$ cat config.mk
export PLATFORM = sky130hd
export DESIGN_NAME = sum_window_arb
export DESIGN_NICKNAME = d
export VERILOG_FILES = /design/src/rtl/sum_window_arb.sv
export SDC_FILE = /design/constraint.sdc
export NUM_CORES = 1
export LEC_CHECK = 0
export BUFFER_PORTS_ARGS = -buffer_cell sky130_fd_sc_hd__buf_4
export CORE_MARGIN = 2
export CORE_UTILIZATION = 31
export CTS_CLUSTER_SIZE = 12
export DETAILED_ROUTE_END_ITERATION = 16
export GPL_TIMING_DRIVEN = 0
export PLACE_DENSITY = 0.43
export SYNTH_ARGS = -nofsm -noshare
export SYNTH_HDL_FRONTEND = slang
export SYNTH_SLANG_ARGS = --single-unit
$ cat constraint.sdc
create_clock -name clk -period 5.25 [get_ports clk]
set_input_delay 0.7875 -clock clk [delete_from_list [all_inputs] [get_ports clk]]
set_output_delay 0.7875 -clock clk [all_outputs]
set_load 0.02 [all_outputs]
$ cat src/rtl/sum_window_arb.sv
// Two-channel sliding-window summer sharing one update path through a round-robin arbiter.
// Each channel keeps its own WIN-deep history and running sum. The admitted channel's new sum is registered for output.
module sum_window_arb #(
    parameter int DATA_W = 8,
    parameter int WIN    = 4,
    parameter int SUM_W  = DATA_W + $clog2(WIN)
) (
    input  logic              clk,
    input  logic              reset,
    input  logic [DATA_W-1:0] in0,
    input  logic              in0_valid,
    output logic              in0_ready,
    input  logic              clr0,
    input  logic [DATA_W-1:0] in1,
    input  logic              in1_valid,
    output logic              in1_ready,
    input  logic              clr1,
    output logic [SUM_W-1:0]  out_sum,
    output logic              out_ch,
    output logic              out_valid
);

    logic [DATA_W-1:0] din [2];
    logic [1:0]        clr;
    logic [1:0]        elig;
    logic [1:0]        grant;

    logic [DATA_W-1:0] hist_q [2][WIN];
    logic [DATA_W-1:0] hist_d [2][WIN];
    logic [SUM_W-1:0]  sum_q  [2];
    logic [SUM_W-1:0]  sum_d  [2];
    logic              last_grant_q, last_grant_d;
    logic [SUM_W-1:0]  out_sum_q, out_sum_d;
    logic              out_ch_q, out_ch_d;
    logic              out_valid_q, out_valid_d;

    assign din[0] = in0;
    assign din[1] = in1;
    assign clr    = {clr1, clr0};
    assign elig   = {in1_valid & ~clr1, in0_valid & ~clr0};

    // A clearing channel is never eligible, so clear always wins over a transfer.
    always_comb begin
        grant = 2'b00;
        case (elig)
            2'b01:   grant = 2'b01;
            2'b10:   grant = 2'b10;
            2'b11:   grant = last_grant_q ? 2'b01 : 2'b10;
            default: grant = 2'b00;
        endcase
    end

    assign in0_ready = grant[0];
    assign in1_ready = grant[1];

    // Sums are updated incrementally: add the newcomer, drop the oldest sample.
    always_comb begin
        hist_d       = hist_q;
        sum_d        = sum_q;
        last_grant_d = last_grant_q;
        out_sum_d    = out_sum_q;
        out_ch_d     = out_ch_q;
        out_valid_d  = 1'b0;
        for (int c = 0; c < 2; c++) begin
            if (clr[c]) begin
                for (int i = 0; i < WIN; i++) begin
                    hist_d[c][i] = '0;
                end
                sum_d[c] = '0;
            end else if (grant[c]) begin
                for (int i = WIN - 1; i > 0; i--) begin
                    hist_d[c][i] = hist_q[c][i-1];
                end
                hist_d[c][0] = din[c];
                sum_d[c] = sum_q[c] + SUM_W'(din[c]) - SUM_W'(hist_q[c][WIN-1]);
            end
        end
        if (grant != 2'b00) begin
            last_grant_d = grant[1];
            out_ch_d     = grant[1];
            out_sum_d    = grant[1] ? sum_d[1] : sum_d[0];
            out_valid_d  = 1'b1;
        end
    end

    always_ff @(posedge clk or negedge reset) begin
        if (!reset) begin
            for (int c = 0; c < 2; c++) begin
                for (int i = 0; i < WIN; i++) begin
                    hist_q[c][i] <= '0;
                end
                sum_q[c] <= '0;
            end
            last_grant_q <= 1'b1;
            out_sum_q    <= '0;
            out_ch_q     <= 1'b0;
            out_valid_q  <= 1'b0;
        end else begin
            hist_q       <= hist_d;
            sum_q        <= sum_d;
            last_grant_q <= last_grant_d;
            out_sum_q    <= out_sum_d;
            out_ch_q     <= out_ch_d;
            out_valid_q  <= out_valid_d;
        end
    end

    assign out_sum   = out_sum_q;
    assign out_ch    = out_ch_q;
    assign out_valid = out_valid_q;

endmodule

* Yosys cells after proc, flatten, opt, wreduce, memory -nomap -nowiden
Cells that the tools add are included.
** Word-level totals
- Register bits after elaboration :: 97
- Output and inout port bits :: 14
- Logic and storage cells :: 40
** Cells by class
- Add/sub/neg operators :: 4
- Equal/unequal tests :: 3
- Muxes and demuxes :: 12
- Bitwise gates (word level) :: 4
- Reductions and logical operators :: 3
** Operators by type and width (count)
- 2-to-1 mux 32 bit :: 4
- 2-to-1 mux 10 bit :: 5
- adder 10 x 8 -> 10 bit :: 2
- subtractor 10 x 8 -> 10 bit :: 2
- case mux 2 bit (3 select lines) :: 1
- nonzero test 2 bit :: 3
- equality test 2 bit (second input constant) :: 2
- bitwise AND 1 bit :: 2
- equality test 2 x 1 -> 1 bit (second input constant) :: 1
- 2-to-1 mux 2 bit :: 1
- inverter 1 bit :: 2
- 2-to-1 mux 1 bit :: 1

* Depth between registers and ports, before layout
Gate-level depths: netlist of run 1.
- Depth in word-level cells :: 7
- Gate-level depth with buffers :: 13
- Depth with buffers taken out :: 13

* Worst setup path after synthesis of run 1
No wires, ideal clock.
- Path type :: in2reg
- Start :: in in0[2]
- End :: reg out_sum_q[8] (netlist: out_sum[8])
- Setup time :: 0.126 ns
- Data arrival time :: 2.946 ns
- Data required time :: 5.124 ns
- Setup slack :: 2.178 ns
- Cell stages on the path :: 11
- Buffers on the path :: 0
- Cell sequence :: inv_1 > fa_1 > inv_1 > ha_1 > nor2b_1 > o21ai_1 > nand2b_1 > a311oi_2 > a21oi_1 > xor2_1 > a221o_1
** Between the ends
- Word-level cells in the longest chain between the ends :: 5
** RTL lines
- start: declaration :: line 10 : input logic [DATA_W-1:0] in0,
- adder 10 x 8 -> 10 bit :: line 75 : sum_d[c] = sum_q[c] + SUM_W'(din[c]) - SUM_W'(hist_q[c][WIN-1]);
- subtractor 10 x 8 -> 10 bit :: line 75
- 2-to-1 mux 10 bit :: line 70 : end else if (grant[c]) begin
- 2-to-1 mux 10 bit :: line 65 : if (clr[c]) begin
- 2-to-1 mux 10 bit :: line 81 : out_sum_d = grant[1] ? sum_d[1] : sum_d[0];
- end signal: assignment :: line 102 : out_sum_q <= out_sum_d;
- end: declaration :: line 33 : logic [SUM_W-1:0] out_sum_q, out_sum_d;
No other way between the ends.
A chain may end at the register's enable or synchronous reset.

* Worst setup path after layout of run 1
- Start :: in clr0
- End :: out in1_ready
** Between the ends
- Word-level cells in the longest chain between the ends :: 4
** RTL lines
- start: declaration :: line 13 : input logic clr0,
- inverter 1 bit * :: line 40 : assign elig = {in1_valid & ~clr1, in0_valid & ~clr0};
- bitwise AND 1 bit * :: line 40
- equality test 2 bit or equality test 2 x 1 -> 1 bit (tied branches) :: line 45 : case (elig)
- case mux 2 bit (3 select lines) * :: line 45
- end: declaration :: line 16 : output logic in1_ready,
Mark *: on every way between the ends. The rest lies on a longest branch, timed or not.

==> results of run 1 <==
[worst max-delay path by stage]
stage / start / end / slack, ns
after CTS: clr0 / in1_ready / 2.01
final: clr0 / in1_ready / 2.04
after detailed placement: in1[1] / out_sum[9] / 1.81
after global routing: clr0 / in1_ready / 1.95
after global placement: in1[1] / out_sum[9] / 1.82
after floorplan: in0[2] / out_sum[8] / 2.18
[critical path, delay by kind of cell]
family | cells | cell delay, ns
buf+inv | 5 | 1.21
simple gates | 1 | 0.25
compound gates | 1 | 0.17
[power by group through the flow]
stage	Sequential [mW]	Combinational (mW)	Clock, mW
2_1_floorplan	0.935	0.640	0
3_3_place_gp	0.917	0.900	0
3_5_place_dp	0.916	0.905	0
4_1_cts	0.903	0.911	0.769
5_1_grt	0.913	1.02	0.799
6_report	0.902	0.902	0.741
[state kept, by name, summed over array words and instances (netlist names)]
register / flops
out_sum: 10
last_grant_q: 1
hist_q: 64
out_ch: 1
out_valid: 1
sum_q: 20
[logic make-up after synthesis]
logic type	synth area share
AO/OA/AOI/OAI	0.101
XOR/XNOR	0.0251
adder cells (fa/ha/maj)	0.109
buffers and inverters	0.0704
flip-flops	0.465
multiplexers	0.00192
AND/OR/NAND/NOR	0.228
[cells in the mapped netlist, types with 6 or more instances]
cell      instances  share of area
nand2_1         120          0.086
dfrtp_1          96           0.46
inv_1            68          0.049
nand3b_1         66          0.095
o21ai_0          24          0.023
nor2_1           21          0.015
a21oi_1          20          0.019
ha_1             20          0.048
clkbuf_1         19          0.014
fa_1             16          0.061
xnor2_1          12          0.020
a21o_1            8          0.011
a211oi_1          6         0.0086
[per-layer routing]
layer  wire (um)  part of all wire  vias up
li1            -                 -     1911
met1        5480              0.44     1857
met2        6260              0.50       61
met3         434             0.035       17
met4         248             0.020        0
met5           0                 0        -
[cell type report]
class                   instances  area [um^2]  area share
well taps                     220          275      0.0450
multi-input cells             366         2430       0.397
clock buffers                   9          225      0.0368
flip-flops and latches         97         2430       0.397
plain buffers                  25          105      0.0172
clock inverters                 7          103      0.0168
repair buffers                 36          294      0.0480
inverters                      70          263      0.0429
[per-stage QoR]
| step | setup WS, ns | cells |
|---|---|---|
| finish | 2.04 | 830 |
| global route | 1.95 | 830 |
| floorplan | 2.18 | 558 |
| CTS | 2.01 | 829 |
| detailed placement | 1.81 | 813 |
| global placement | 1.82 | 813 |
==> run_results.csv, run 1 <==
group,metric,value,unit
clock_network,htreeDepth,3,
worst_setup_path,worstPathCellList,"buf_4, nor2b_1, a21o_1, buf_2, clkinv_1, clkbuf_1, buf_4",
sta,setup_viol,0,
layout,drive_above_1_share,0.107,
pwr,p_switching,0.884,mW
sta,fin_crit,3.21,ns
pwr,total_power,2.54,mW
sta,whs,0.459,ns
grt,grt_pass1_wl,20900,um
synth,yosys_register_bits,97,
worst_setup_path,cp_slowest_stage_delay,0.32,ns
sta,final_max_slew_viol_count,0,
floorplanning,dieArea,0.0179,mm^2
route,drc,0,
synth,syn-num-nets,616,
route,routed_wirelength,12400,um
grt,grt_pass1_vias,4038,
pwr,p_leak,3.06,nW
floorplanning,fp-row-count,47,
worst_setup_path,criticalPathCategory,"in -> out",
floorplanning,io_pins,36,
pwr,clkPwrFrac,0.291,
pwr,seqPwrFrac,0.355,
worst_setup_path,startpoint_type,"input pin",
synth,syn_area,0.00523,mm^2
grt,gr-total-overflow,0,
floorplanning,core_area,0.0165,mm^2
route,drt-initial-drc-count,182,
sta,setup_tns,0,ns
grt,use_met2,0.258,
sta,worst_pin_slew,0.610,ns
route,postRouteAntennaNets,0,
layout,post-route-cell-area,0.00612,mm^2
synth,synthFlopType,"dfrtp_1",
clock_network,clk_pin_slew,0.07,ns
grt,grt.total_usage,0.150,
pwr,ir_drop,168,uV
layout,final_common_cell,"nand2_1",
synth,yosysSeqAreaShare,0.465,
layout,fillCellCount,1706,
place,port-buffer-count,35,
route,first_pass_iters,5,
worst_setup_path,cp_data_arrival_time,2.42,ns
sta,fmax,0.311,GHz
pwr,internal-power,1.66,mW
worst_setup_path,r2r_end,"out_sum[9]",
run_status,status,"finished, final reports clean",
sta,worst_clock_skew,0.00609,ns
synth,synth_cell_types,46,
layout,n_antenna_cell,0,
floorplanning,die_x,134,um
layout,final_cell_mix,"120 x nand2_1, 96 x dfrtp_1, 68 x inv_1, 66 x nand3b_1, 34 x buf_4",
pwr,p_comb_frac,0.354,
flow_run,cap_violations,0,
place,gp_congestion,0.787,
worst_setup_path,worst-path-max-fanout,10,
grt,grt-busiest-layer,"met2",
floorplanning,fp.dieH,134,um
sta,relSlewSlack,0.593,
worst_setup_path,reg2regPathDepth,10,
worst_setup_path,r2r_setup_slack,2.38,ns
worst_setup_path,cp.required,4.46,ns
layout,layout.nets,663,
hold_path,hp-class,"in -> async",
clock_network,clock_path_buffers,2,
place,postPlaceCellArea,0.00576,mm^2
synth,ys.warnings.count,0,
synth,synth_cells,558,
pwr,power.density,416,mW/mm^2
worst_setup_path,rr_startpoint,"hist_q[1]",
synth,syn_area_per_cell,9.36,um^2
sta,rsz0062_at_grt,"false",
synth,async_flop_share,1.00,
clock_network,cts_hold_buf,0,
worst_setup_path,cp_slowest_cell,"clkbuf_1",
place,dpl.hpwl,8970,um
grt,grt_max_degree,98,
grt,met1_usage,0.187,
sta,min_period_over_period,0.612,
floorplanning,start_util,0.316,
grt,antenna_found_initial,0,
worst_setup_path,worst_path_most_repeated_cell,"buf_4",
clock_network,cts_resized,0,
route,viasPerCell,4.63,
grt,gr-usage-met3,0.0367,
pwr,swShare,0.347,
sta,hold_viol,0,
clock_network,worstSkewPairLatency,0.36,ns
route,vias,3846,
clock_network,cts_sinks,97,
layout,synthToLayoutAreaGrowth,17.2,%
clock_network,clockRootBuffer,"clkbuf_16",
clock_network,cts_tree,"built",
layout,post-route-util,0.370,
clock_network,post_cts_buffers,0,
worst_setup_path,worstSetupEndpointType,"output pin",
clock_network,cts_buffers,9,
synth,synth_edf_count,0,
route,wire_per_inst,15.0,um
No activity file was read; power rests on OpenSTA's default activity.
==> inputs of run 2 (changes only) <==
Settings changed: ABC_AREA from default to 1.
Clock period 5.25 ns to 3.1 ns, I/O delays scaled along.
==> run_results.csv, run 2 <==
group,metric,value,unit
run_status,status,"finished, final reports clean",
grt,grt.total_usage,0.149,
clock_network,cts_sinks,97,
clock_network,clk_pin_slew,0.06,ns
clock_network,clock_path_buffers,2,
synth,syn_area_per_cell,8.62,um^2
layout,final_cell_mix,"151 x inv_1, 111 x nand2_1, 96 x dfrtp_1, 46 x o22ai_1, 36 x buf_4",
synth,synth_edf_count,0,
route,first_pass_iters,4,
floorplanning,io_pins,36,
worst_setup_path,worst-path-max-fanout,4,
route,viasPerCell,4.47,
worst_setup_path,worstSetupEndpointType,"flop",
clock_network,htreeDepth,3,
sta,worst_clock_skew,0.0111,ns
sta,setup_viol,0,
grt,grt_max_degree,98,
synth,syn_area,0.00523,mm^2
worst_setup_path,cp.required,3.39,ns
clock_network,worstSkewPairLatency,0.35,ns
worst_setup_path,startpoint_type,"flop",
layout,largest_reg_flops,64,
route,wire_per_inst,13.9,um
sta,min_period_over_period,0.828,
pwr,ir_drop,266,uV
synth,synth_compound_area_frac,0.127,
floorplanning,fp-row-count,47,
synth,yosys-top-cells-count,"151 x inv_1, 111 x nand2_1, 96 x dfrtp_1",
synth,synth_cells,606,
synth,synthFlopType,"dfrtp_1",
synth,synthXorXnorAreaFrac,0.0101,
route,drt-initial-drc-count,162,
synth,muxShareOfSynthArea,0,
layout,layout.nets,712,
route,drc,0,
route,vias,3932,
synth,async_flop_share,1.00,
pwr,power.density,672,mW/mm^2
flow_run,cap_violations,0,
clock_network,post_cts_buffers,0,
worst_setup_path,criticalPathCategory,"reg -> reg",
hold_path,min_from,"in1[0]",
floorplanning,die_x,134,um
floorplanning,start_util,0.316,
grt,gr-total-overflow,0,
layout,fillCellCount,1712,
synth,yosysSeqAreaShare,0.465,
hold_path,holdPathEnd,"hist_q[24]",
floorplanning,dieArea,0.0179,mm^2
synth,synth_cell_types,36,
layout,drive_above_1_share,0.127,
place,dp_cells,861,
grt,grt_pass1_vias,4136,
clock_network,clockRootBuffer,"clkbuf_16",
synth,synthMostInstantiatedCell,"inv_1",
synth,synthAdderAreaFrac,0.109,
layout,top_register,"hist_q",
clock_network,cts_tree,"built",
synth,synth_top_area_cell,"dfrtp_1",
sta,worst_pin_slew,0.568,ns
sta,rsz0062_at_grt,"false",
grt,grt_pass1_wl,20800,um
place,dpl.hpwl,9200,um
place,port-buffer-count,35,
sta,fin_crit,2.57,ns
clock_network,cts_buffers,9,
route,routed_wirelength,12200,um
floorplanning,fp.dieH,134,um
sta,final_max_slew_viol_count,0,
place,postPlaceCellArea,0.00576,mm^2
synth,yosys_register_bits,97,
worst_setup_path,rr_startpoint,"hist_q[0]",
worst_setup_path,cp_data_arrival_time,2.85,ns
layout,final_common_cell,"inv_1",
layout,n_antenna_cell,0,
sta,setup_tns,0,ns
layout,post-route-cell-area,0.00615,mm^2
worst_setup_path,r2r_end,"out_sum[6]",
synth,yosys.area_share.simple,0.153,
floorplanning,core_area,0.0165,mm^2
sta,relSlewSlack,0.621,
route,postRouteAntennaNets,0,
hold_path,hp-class,"in -> reg",
layout,final_cells,879,
sta,fmax,0.390,GHz
grt,antenna_found_initial,0,
synth,ys.warnings.count,0,
synth,synth_area_leaders,"dfrtp_1 46%, inv_1 11%, nand2_1 8.0%",
worst_setup_path,reg2regPathDepth,13,
pwr,p_leak,3.15,nW
hold_path,holdPathStages,3,
place,gp_congestion,0.817,
synth,synth_top_family_by_area,"simple AND/OR/NAND/NOR gates",
layout,synthToLayoutAreaGrowth,17.7,%
sta,hold_viol,0,
synth,synth_top_area_share,0.460,
worst_setup_path,r2r_setup_slack,0.53,ns
synth,syn-num-nets,664,
==> run 2: changes by cell type after synthesis, sizes merged, moves of 7 or more <==
| cell | delta |
|---|---|
| nand3 | +30 |
| nand3b | -63 |
| a211oi | -7 |
| o22ai | +46 |
| xnor2 | -9 |
| clkbuf | -15 |
| buf | +8 |
| o21ai | +9 |
| a21o | -8 |
| inv | +86 |
==> run 2: kinds of logic after synthesis <==
family          count (synthesis)
xor+xnor                        6
fa+ha+maj                      36
buf+inv                       173
compound gates                110
simple gates                  184
flops                          97
==> run 2: routing by layer <==
metal	track usage	vias up	routed length (um)
li1	-	1990	-
met1	0.212	1876	6220
met2	0.232	51	5410
met3	0.0234	15	336
met4	0.0538	0	217
met5	0	-	0
==> run 2: worst max-delay path, cell delays in order, from the launching register on <==
cell,delay [ns]
dfrtp_1,0.39
ha_1,0.29
inv_1,0.05
ha_1,0.18
inv_1,0.08
fa_1,0.40
nand3b_1,0.17
nand2_1,0.14
nand2_1,0.06
o21bai_1,0.15
nor2_1,0.05
o21ai_0,0.38
nand2_1,0.10
nand2_1,0.07
==> run 2: area by class of cell <==
cell class	count	area, um^2	area share
Buffer	18	121	0.0197
Clock buffer	11	243	0.0395
Clock inverter	5	103	0.0167
Timing Repair Buffer	37	304	0.0494
Sequential cell	97	2430	0.395
Tap cell	220	275	0.0448
Multi-Input combinational cell	336	2090	0.340
Inverter	155	587	0.0954
==> run 2: where the power goes <==
part | switching (mW) | internal, mW
Sequential | 0.0666 | 1.40
Combinational | 0.845 | 0.522
Clock | 0.484 | 0.810
Total | 1.40 | 2.73
==> run 2: repair_timing <==
| action | in CTS | in global routing |
|---|---|---|
| resized for setup | 0 | 0 |
| hold buffers | 0 | 1 |
| endpoints found under the setup margin | 0 | 0 |
| endpoints found under the hold margin | 0 | 5 |
==> run 2: through the flow <==
stage	total power [mW]	worst slack [ns]	hold slack (ns)	util
after CTS	4.19	0.507	0.349	0.370
after floorplan	2.48	0.752	0.169	-
after global routing	4.46	0.306	0.381	0.372
after detailed placement	2.87	0.263	0.473	0.349
final	4.13	0.534	0.363	0.372
after global placement	2.86	0.266	0.468	0.349
==> run 2: how the worst max path moves through the flow <==
stage / start / endpoint / slack (ns) / depth (start not counted)
2_1_floorplan: in1[1] / out_sum[6] / 0.75 / 11
6_report: hist_q[0] / out_sum[6] / 0.53 / 13
3_5_place_dp: in1[1] / out_sum[6] / 0.26 / 12
3_3_place_gp: in1[1] / out_sum[6] / 0.27 / 12
5_1_grt: hist_q[0] / out_sum[6] / 0.31 / 13
4_1_cts: hist_q[0] / out_sum[6] / 0.51 / 13
